`config.mk`:
```
export PLATFORM = sky130hd
export DESIGN_NAME = pwm_multi
export DESIGN_NICKNAME = d
export VERILOG_FILES = /design/src/rtl/pwm_multi.sv
export SDC_FILE = /design/constraint.sdc
export NUM_CORES = 1
export LEC_CHECK = 0
export ABC_CLOCK_PERIOD_IN_PS = 7800
export BUFFER_PORTS_ARGS = -buffer_cell sky130_fd_sc_hd__buf_2
export CAP_MARGIN = 25
export CORE_MARGIN = 8
export CORE_UTILIZATION = 45
export DETAILED_ROUTE_END_ITERATION = 10
export MAX_ROUTING_LAYER = met4
export PLACE_DENSITY = 0.71
export REMOVE_ABC_BUFFERS = 1
export SETUP_SLACK_MARGIN = 0.05
export SYNTH_ARGS = -nofsm -noshare
export SYNTH_HDL_FRONTEND = slang
export SYNTH_SLANG_ARGS = --single-unit
export TNS_END_PERCENT = 50
```
`constraint.sdc`:
```
create_clock -name clk_i -period 7.8 [get_ports clk_i]
set_clock_uncertainty 0.1 [all_clocks]
set_input_delay 0.78 -clock clk_i [delete_from_list [all_inputs] [get_ports clk_i]]
set_output_delay 0.78 -clock clk_i [all_outputs]
set_load 0.02 [all_outputs]
```
`src/rtl/pwm_multi.sv`:
```
// pwm_multi: multi-channel PWM generator with per-channel prescaler, period
// and duty, all double-buffered and reloaded at period boundaries.
// Optional feature macro: PWM_CENTER_ALIGN_EN adds mode_i (1 = center-aligned
// up/down counting). Without it every channel counts edge-aligned.
module pwm_multi #(
  parameter int CH_NUM = 3,
  parameter int CNT_W  = 32,
  parameter int PSC_W  = 16
) (
  input  logic                          clk_i,
  input  logic                          rstn_i,
  input  logic [CH_NUM-1:0]             enable_i,
  input  logic [CH_NUM-1:0]             polarity_i,
  input  logic [CH_NUM-1:0]             update_i,
  input  logic [CH_NUM-1:0][PSC_W-1:0]  prescaler_i,
  input  logic [CH_NUM-1:0][CNT_W-1:0]  pwm_period_i,
  input  logic [CH_NUM-1:0][CNT_W-1:0]  duty_cycle_i,
`ifdef PWM_CENTER_ALIGN_EN
  input  logic [CH_NUM-1:0]             mode_i,
`endif
  output logic [CH_NUM-1:0]             pwm_o,
  output logic [CH_NUM-1:0]             period_end_o
);

  // Live mode request; tied to edge-aligned when the feature is absent.
  logic [CH_NUM-1:0] mode_live_s;
`ifdef PWM_CENTER_ALIGN_EN
  assign mode_live_s = mode_i;
`else
  assign mode_live_s = {CH_NUM{1'b0}};
`endif

  for (genvar g = 0; g < CH_NUM; g++) begin : g_ch
    logic             run_q, run_d;
    logic [PSC_W-1:0] psc_cnt_q, psc_cnt_d;
    logic [PSC_W-1:0] psc_sh_q, psc_sh_d;
    logic [CNT_W-1:0] cnt_q, cnt_d;
    logic [CNT_W-1:0] per_sh_q, per_sh_d;
    logic [CNT_W-1:0] duty_sh_q, duty_sh_d;
    logic             mode_sh_q, mode_sh_d;
    logic             dir_q, dir_d;        // 1 = counting down (center mode)
    logic             pend_q, pend_d;
    logic             pwm_q, pwm_d;
    logic             pe_q, pe_d;
    logic             tick_s;
    logic             load_s;
    logic             wrap_at_tick_s;
    logic [CNT_W-1:0] cnt_step_s;
    logic             dir_step_s;

    assign tick_s = (psc_cnt_q == psc_sh_q);

    // Counter value, direction and wrap flag that the next tick would produce.
    always_comb begin
      cnt_step_s     = cnt_q;
      dir_step_s     = dir_q;
      wrap_at_tick_s = 1'b0;
      if (mode_sh_q) begin
        if (per_sh_q == {CNT_W{1'b0}}) begin
          cnt_step_s     = {CNT_W{1'b0}};
          dir_step_s     = 1'b0;
          wrap_at_tick_s = 1'b1;
        end else if (!dir_q) begin
          if (cnt_q == per_sh_q) begin
            // Turn around at the top; the top value is visited only once.
            cnt_step_s = cnt_q - CNT_W'(1);
            dir_step_s = 1'b1;
          end else begin
            cnt_step_s = cnt_q + CNT_W'(1);
          end
        end else begin
          cnt_step_s = cnt_q - CNT_W'(1);
        end
        // Reaching zero while counting down is the period boundary.
        if ((per_sh_q != {CNT_W{1'b0}}) && dir_step_s && (cnt_step_s == {CNT_W{1'b0}})) begin
          wrap_at_tick_s = 1'b1;
          dir_step_s     = 1'b0;
        end else begin
          wrap_at_tick_s = wrap_at_tick_s;
        end
      end else begin
        if (cnt_q == per_sh_q) begin
          cnt_step_s     = {CNT_W{1'b0}};
          wrap_at_tick_s = 1'b1;
        end else begin
          cnt_step_s = cnt_q + CNT_W'(1);
        end
      end
    end

    // Channel next state: idle clearing, start-up load, run and shadow reload.
    always_comb begin
      run_d     = run_q;
      psc_cnt_d = psc_cnt_q;
      cnt_d     = cnt_q;
      dir_d     = dir_q;
      pend_d    = pend_q;
      pwm_d     = pwm_q;
      pe_d      = 1'b0;
      load_s    = 1'b0;
      if (!enable_i[g]) begin
        run_d     = 1'b0;
        psc_cnt_d = {PSC_W{1'b0}};
        cnt_d     = {CNT_W{1'b0}};
        dir_d     = 1'b0;
        pend_d    = 1'b0;
        pwm_d     = polarity_i[g];
      end else if (!run_q) begin
        run_d     = 1'b1;
        load_s    = 1'b1;
        psc_cnt_d = {PSC_W{1'b0}};
        cnt_d     = {CNT_W{1'b0}};
        dir_d     = 1'b0;
        pend_d    = 1'b0;
        pwm_d     = polarity_i[g];
      end else begin
        pwm_d = (cnt_q < duty_sh_q) ^ polarity_i[g];
        if (tick_s) begin
          psc_cnt_d = {PSC_W{1'b0}};
          cnt_d     = cnt_step_s;
          dir_d     = dir_step_s;
          if (wrap_at_tick_s) begin
            pe_d   = 1'b1;
            load_s = pend_q | update_i[g];
            pend_d = 1'b0;
          end else begin
            pend_d = pend_q | update_i[g];
          end
        end else begin
          psc_cnt_d = psc_cnt_q + PSC_W'(1);
          pend_d    = pend_q | update_i[g];
        end
      end
      if (load_s) begin
        psc_sh_d  = prescaler_i[g];
        per_sh_d  = pwm_period_i[g];
        duty_sh_d = duty_cycle_i[g];
        mode_sh_d = mode_live_s[g];
      end else begin
        psc_sh_d  = psc_sh_q;
        per_sh_d  = per_sh_q;
        duty_sh_d = duty_sh_q;
        mode_sh_d = mode_sh_q;
      end
    end

    // Channel state registers with asynchronous active-low reset.
    always_ff @(posedge clk_i or negedge rstn_i) begin
      if (!rstn_i) begin
        run_q     <= 1'b0;
        psc_cnt_q <= {PSC_W{1'b0}};
        psc_sh_q  <= {PSC_W{1'b0}};
        cnt_q     <= {CNT_W{1'b0}};
        per_sh_q  <= {CNT_W{1'b0}};
        duty_sh_q <= {CNT_W{1'b0}};
        mode_sh_q <= 1'b0;
        dir_q     <= 1'b0;
        pend_q    <= 1'b0;
        pwm_q     <= 1'b0;
        pe_q      <= 1'b0;
      end else begin
        run_q     <= run_d;
        psc_cnt_q <= psc_cnt_d;
        psc_sh_q  <= psc_sh_d;
        cnt_q     <= cnt_d;
        per_sh_q  <= per_sh_d;
        duty_sh_q <= duty_sh_d;
        mode_sh_q <= mode_sh_d;
        dir_q     <= dir_d;
        pend_q    <= pend_d;
        pwm_q     <= pwm_d;
        pe_q      <= pe_d;
      end
    end

    assign pwm_o[g]        = pwm_q;
    assign period_end_o[g] = pe_q;
  end

endmodule

```
==> impl_metrics.toml <==
[cts]
cts_post_setup_buffers_inserted = 0
cts_max_path_buffers = 3
clock_latency_ns = 0.57
cts_buffers = 44
htree_levels = 2
cts_sinks = 396
hold_buffers = 0
cts_resized = 0
cts.reportedPaths.clkPinSlew_ns = 0.06
clockRootBuffer = "clkbuf_16"
cts_tree = "done"

[critical_path]
critical_path_class = "reg2reg"
path_max_fanout = 74
required_ns = 8.15
cpMaxStageDelayCell = "buf_4"
cp-start-kind = "flop"
timing.rr.start = "g_ch[0].cnt_q[31]$_DFFE_PN0P_"
rr_endpoint = "g_ch[0].duty_sh_q[7]$_DFFE_PN0P_"
ff2ff_setup_slack_ns = 4.00
max_stage_delay_ns = 0.75
critPathCaptureType = "flop"
arrival_ns = 4.15
ff2ff_path_depth = 7
path_cells = "xnor2_1 > nand4_1 > nor4_1 > nand3b_1 > o22ai_4 > buf_4 > mux2_2"

[sta]
finalCritPeriodShare = 0.487
worstMarginPinSlew_ns = 1.01
setup_viol = 0
clock.fmax_ghz = 0.263
period_minus_slack_ns = 3.80
max_slew_margin = 0.324
fin_setup_tns_ns = 0
slew_viol_final = 0
hold_viol = 0
rsz0062_at_grt = "false"

[power_and_ir_drop]
power_density_nw_per_um2 = 214
internal_power_w = 0.00389
leakagePower_nw = 10.7
clock_power_share = 0.423
comb_power_share = 0.116
ir_drop_mv = 0.214
seq_power_share = 0.460
p_switching_w = 0.00127
sw_frac_of_total = 0.246

[final_layout]
final_cell_mix = "dfrtp_1 (396), buf_2 (255), mux2_2 (226)"
fin_nets = 2453
final_common_cell = "dfrtp_1"
syn_to_final_growth_pct = 16.2
antenna_cells = 0
fillers = 3945
layout-drive-gt1-share = 0.271
fin_cells = 2738

[detailed_routing]
viasPerCell = 5.38
dr_total_vias = 14700
remaining_drc_errors = 0
drtIter0Drc = 778
drt_wl_total_mm = 50.0
drt_pass1_iterations = 5
avgRoutedWirePerCell_um = 18.2
ant_nets = 0

[synthesis]
synth_top_area_frac = 0.477
yosys_warnings = 0
async_flop_share = 1.00
synth_ff_type = "dfrtp_1"
synth_cells = 1861
yosysSeqAreaShare = 0.477
synthTopCellsByArea = "dfrtp_1 (48%), mux2_2 (12%), xnor2_1 (7.8%), ha_1 (6.0%), xor2_1 (3.7%)"
synth.distinct_cells = 48
synth_edf_count = 0
ys_ff_latch = 396
netlist.top_cell.by_area = "dfrtp_1"
synth_area_sq_um = 20800
syn_area_per_cell_sq_um = 11.2

[die]
chipWidth_um = 231
std_cell_rows = 78
boundaryPins = 257
die_area_sq_um = 53300
fp.coreArea_sq_um = 45500
start_util = 0.457
die_h_um = 231

[grt]
gr-usage-all-layers = 0.191
grt_pass1_wl_mm = 81.9
antenna_found_initial = 0
grt_pass1_vias = 15600
grt_max_degree = 170
grt.overflow.total = 0

[placed_design]
dp.cells = 2654
place_hpwl_mm = 36.4
place.gp.congestion = 0.893
port_buffers = 256

[run]
maxCapViolCount = 0

[run_status]
status = "finished clean"

[hold_path]
holdCritPathClass = "in2async"
[through the flow]
| step | hold WS, ns | utilization | setup slack (ns) | area, sq um | power [W] |
|---|---|---|---|---|---|
| 2_1_floorplan | 0.358 | - | 2.96 | 20300 | 0.00276 |
| 3_3_place_gp | 0.373 | 0.494 | 3.86 | 22500 | 0.00298 |
| 3_5_place_dp | 0.377 | 0.495 | 3.83 | 22500 | 0.00302 |
| 4_1_cts | 0.227 | 0.529 | 3.81 | 24100 | 0.00523 |
| 5_1_grt | 0.242 | 0.531 | 3.83 | 24100 | 0.00539 |
| 6_report | 0.197 | 0.531 | 4.00 | 24100 | 0.00516 |
[synthesized netlist by cell type (9+ instances only)]
cell       instances
nor4_1            15
nand4_1           61
xnor2_1          185
o211ai_1          11
clkbuf_1          43
and3_1            26
a211oi_1          23
nand2b_1           9
nand3_1           50
buf_2             11
a2111oi_0         20
buf_6             16
mux2_2           226
mux2_1            14
ha_1              99
a21oi_1           57
dfrtp_1          396
o2111ai_1         21
and4_1            20
nand2_1           88
and2_1            15
inv_1            109
nor2_1           169
o21ai_0           23
xor2_1            87
[power by group through the flow]
stage,Combinational [W],Clock [W],Sequential (W)
5_1_grt,0.000670,0.00232,0.00240
4_1_cts,0.000606,0.00224,0.00238
2_1_floorplan,0.000395,0,0.00237
3_3_place_gp,0.000576,0,0.00241
3_5_place_dp,0.000600,0,0.00242
6_report,0.000601,0.00218,0.00238
[sequential cells by signal, summed over array words and instances (netlist names)]
| name | flops |
|---|---|
| g_ch.pwm_q | 3 |
| g_ch.cnt_q | 96 |
| g_ch.run_q | 3 |
| g_ch.duty_sh_q | 96 |
| g_ch.pe_q | 3 |
| g_ch.psc_sh_q | 48 |
| g_ch.per_sh_q | 96 |
| g_ch.pend_q | 3 |
| g_ch.psc_cnt_q | 48 |
[cell families (layout without fill, tap and decap cells)]
kind of cell	after synthesis	in the layout	share of synthesized area
AOI/OAI and AO/OA	184	184	0.0614
and+or+nand+nor	484	484	0.116
muxes	240	240	0.130
buffers and inverters	186	463	0.0412
xor gates and xnor gates	272	272	0.115
DFF	396	396	0.477
adders and majority gates	99	99	0.0596
[worst max-delay path, delay by kind of cell, from the launching register on]
| kind | cells | cell delay [ns] |
|---|---|---|
| muxes | 1 | 0.43 |
| and+or+nand+nor | 3 | 1.19 |
| buffers and inverters | 1 | 0.75 |
| DFF | 1 | 0.42 |
| AOI/OAI and AO/OA | 1 | 0.33 |
| xor gates and xnor gates | 1 | 0.35 |
[final cells by class]
| type | instances | area, sq um | area share |
|---|---|---|---|
| flip-flops and latches | 396 | 9910 | 0.410 |
| clock buffers | 67 | 1350 | 0.0559 |
| multi-input cells | 1279 | 10000 | 0.415 |
| inverters | 109 | 409 | 0.0169 |
| well taps | 600 | 751 | 0.0311 |
| clock inverters | 14 | 189 | 0.00783 |
| repair buffers | 273 | 1520 | 0.0631 |
[worst max-delay path by stage]
stage / start / slack [ns] / end / cells after the start
3_3_place_gp: g_ch[1].cnt_q[1]$_DFFE_PN0P_ / 3.86 / g_ch[1].per_sh_q[1]$_DFFE_PN0P_ / 7
4_1_cts: g_ch[2].psc_cnt_q[5]$_DFF_PN0_ / 3.81 / g_ch[2].psc_sh_q[4]$_DFFE_PN0P_ / 8
3_5_place_dp: g_ch[2].psc_cnt_q[5]$_DFF_PN0_ / 3.83 / g_ch[2].per_sh_q[23]$_DFFE_PN0P_ / 8
2_1_floorplan: g_ch[0].psc_cnt_q[7]$_DFF_PN0_ / 2.96 / g_ch[0].duty_sh_q[0]$_DFFE_PN0P_ / 6
5_1_grt: g_ch[0].cnt_q[22]$_DFFE_PN0P_ / 3.83 / g_ch[0].duty_sh_q[7]$_DFFE_PN0P_ / 7
6_report: g_ch[0].cnt_q[31]$_DFFE_PN0P_ / 4.00 / g_ch[0].duty_sh_q[7]$_DFFE_PN0P_ / 7
[per-layer routing]
metal,track usage,vias to the layer above,part of all wire
met1,0.248,7295,0.45
met5,-,-,0
li1,-,6972,-
met3,0.0325,75,0.051
met4,0.0552,0,0.021
met2,0.305,394,0.48
(Power assumes the default switching activity.)
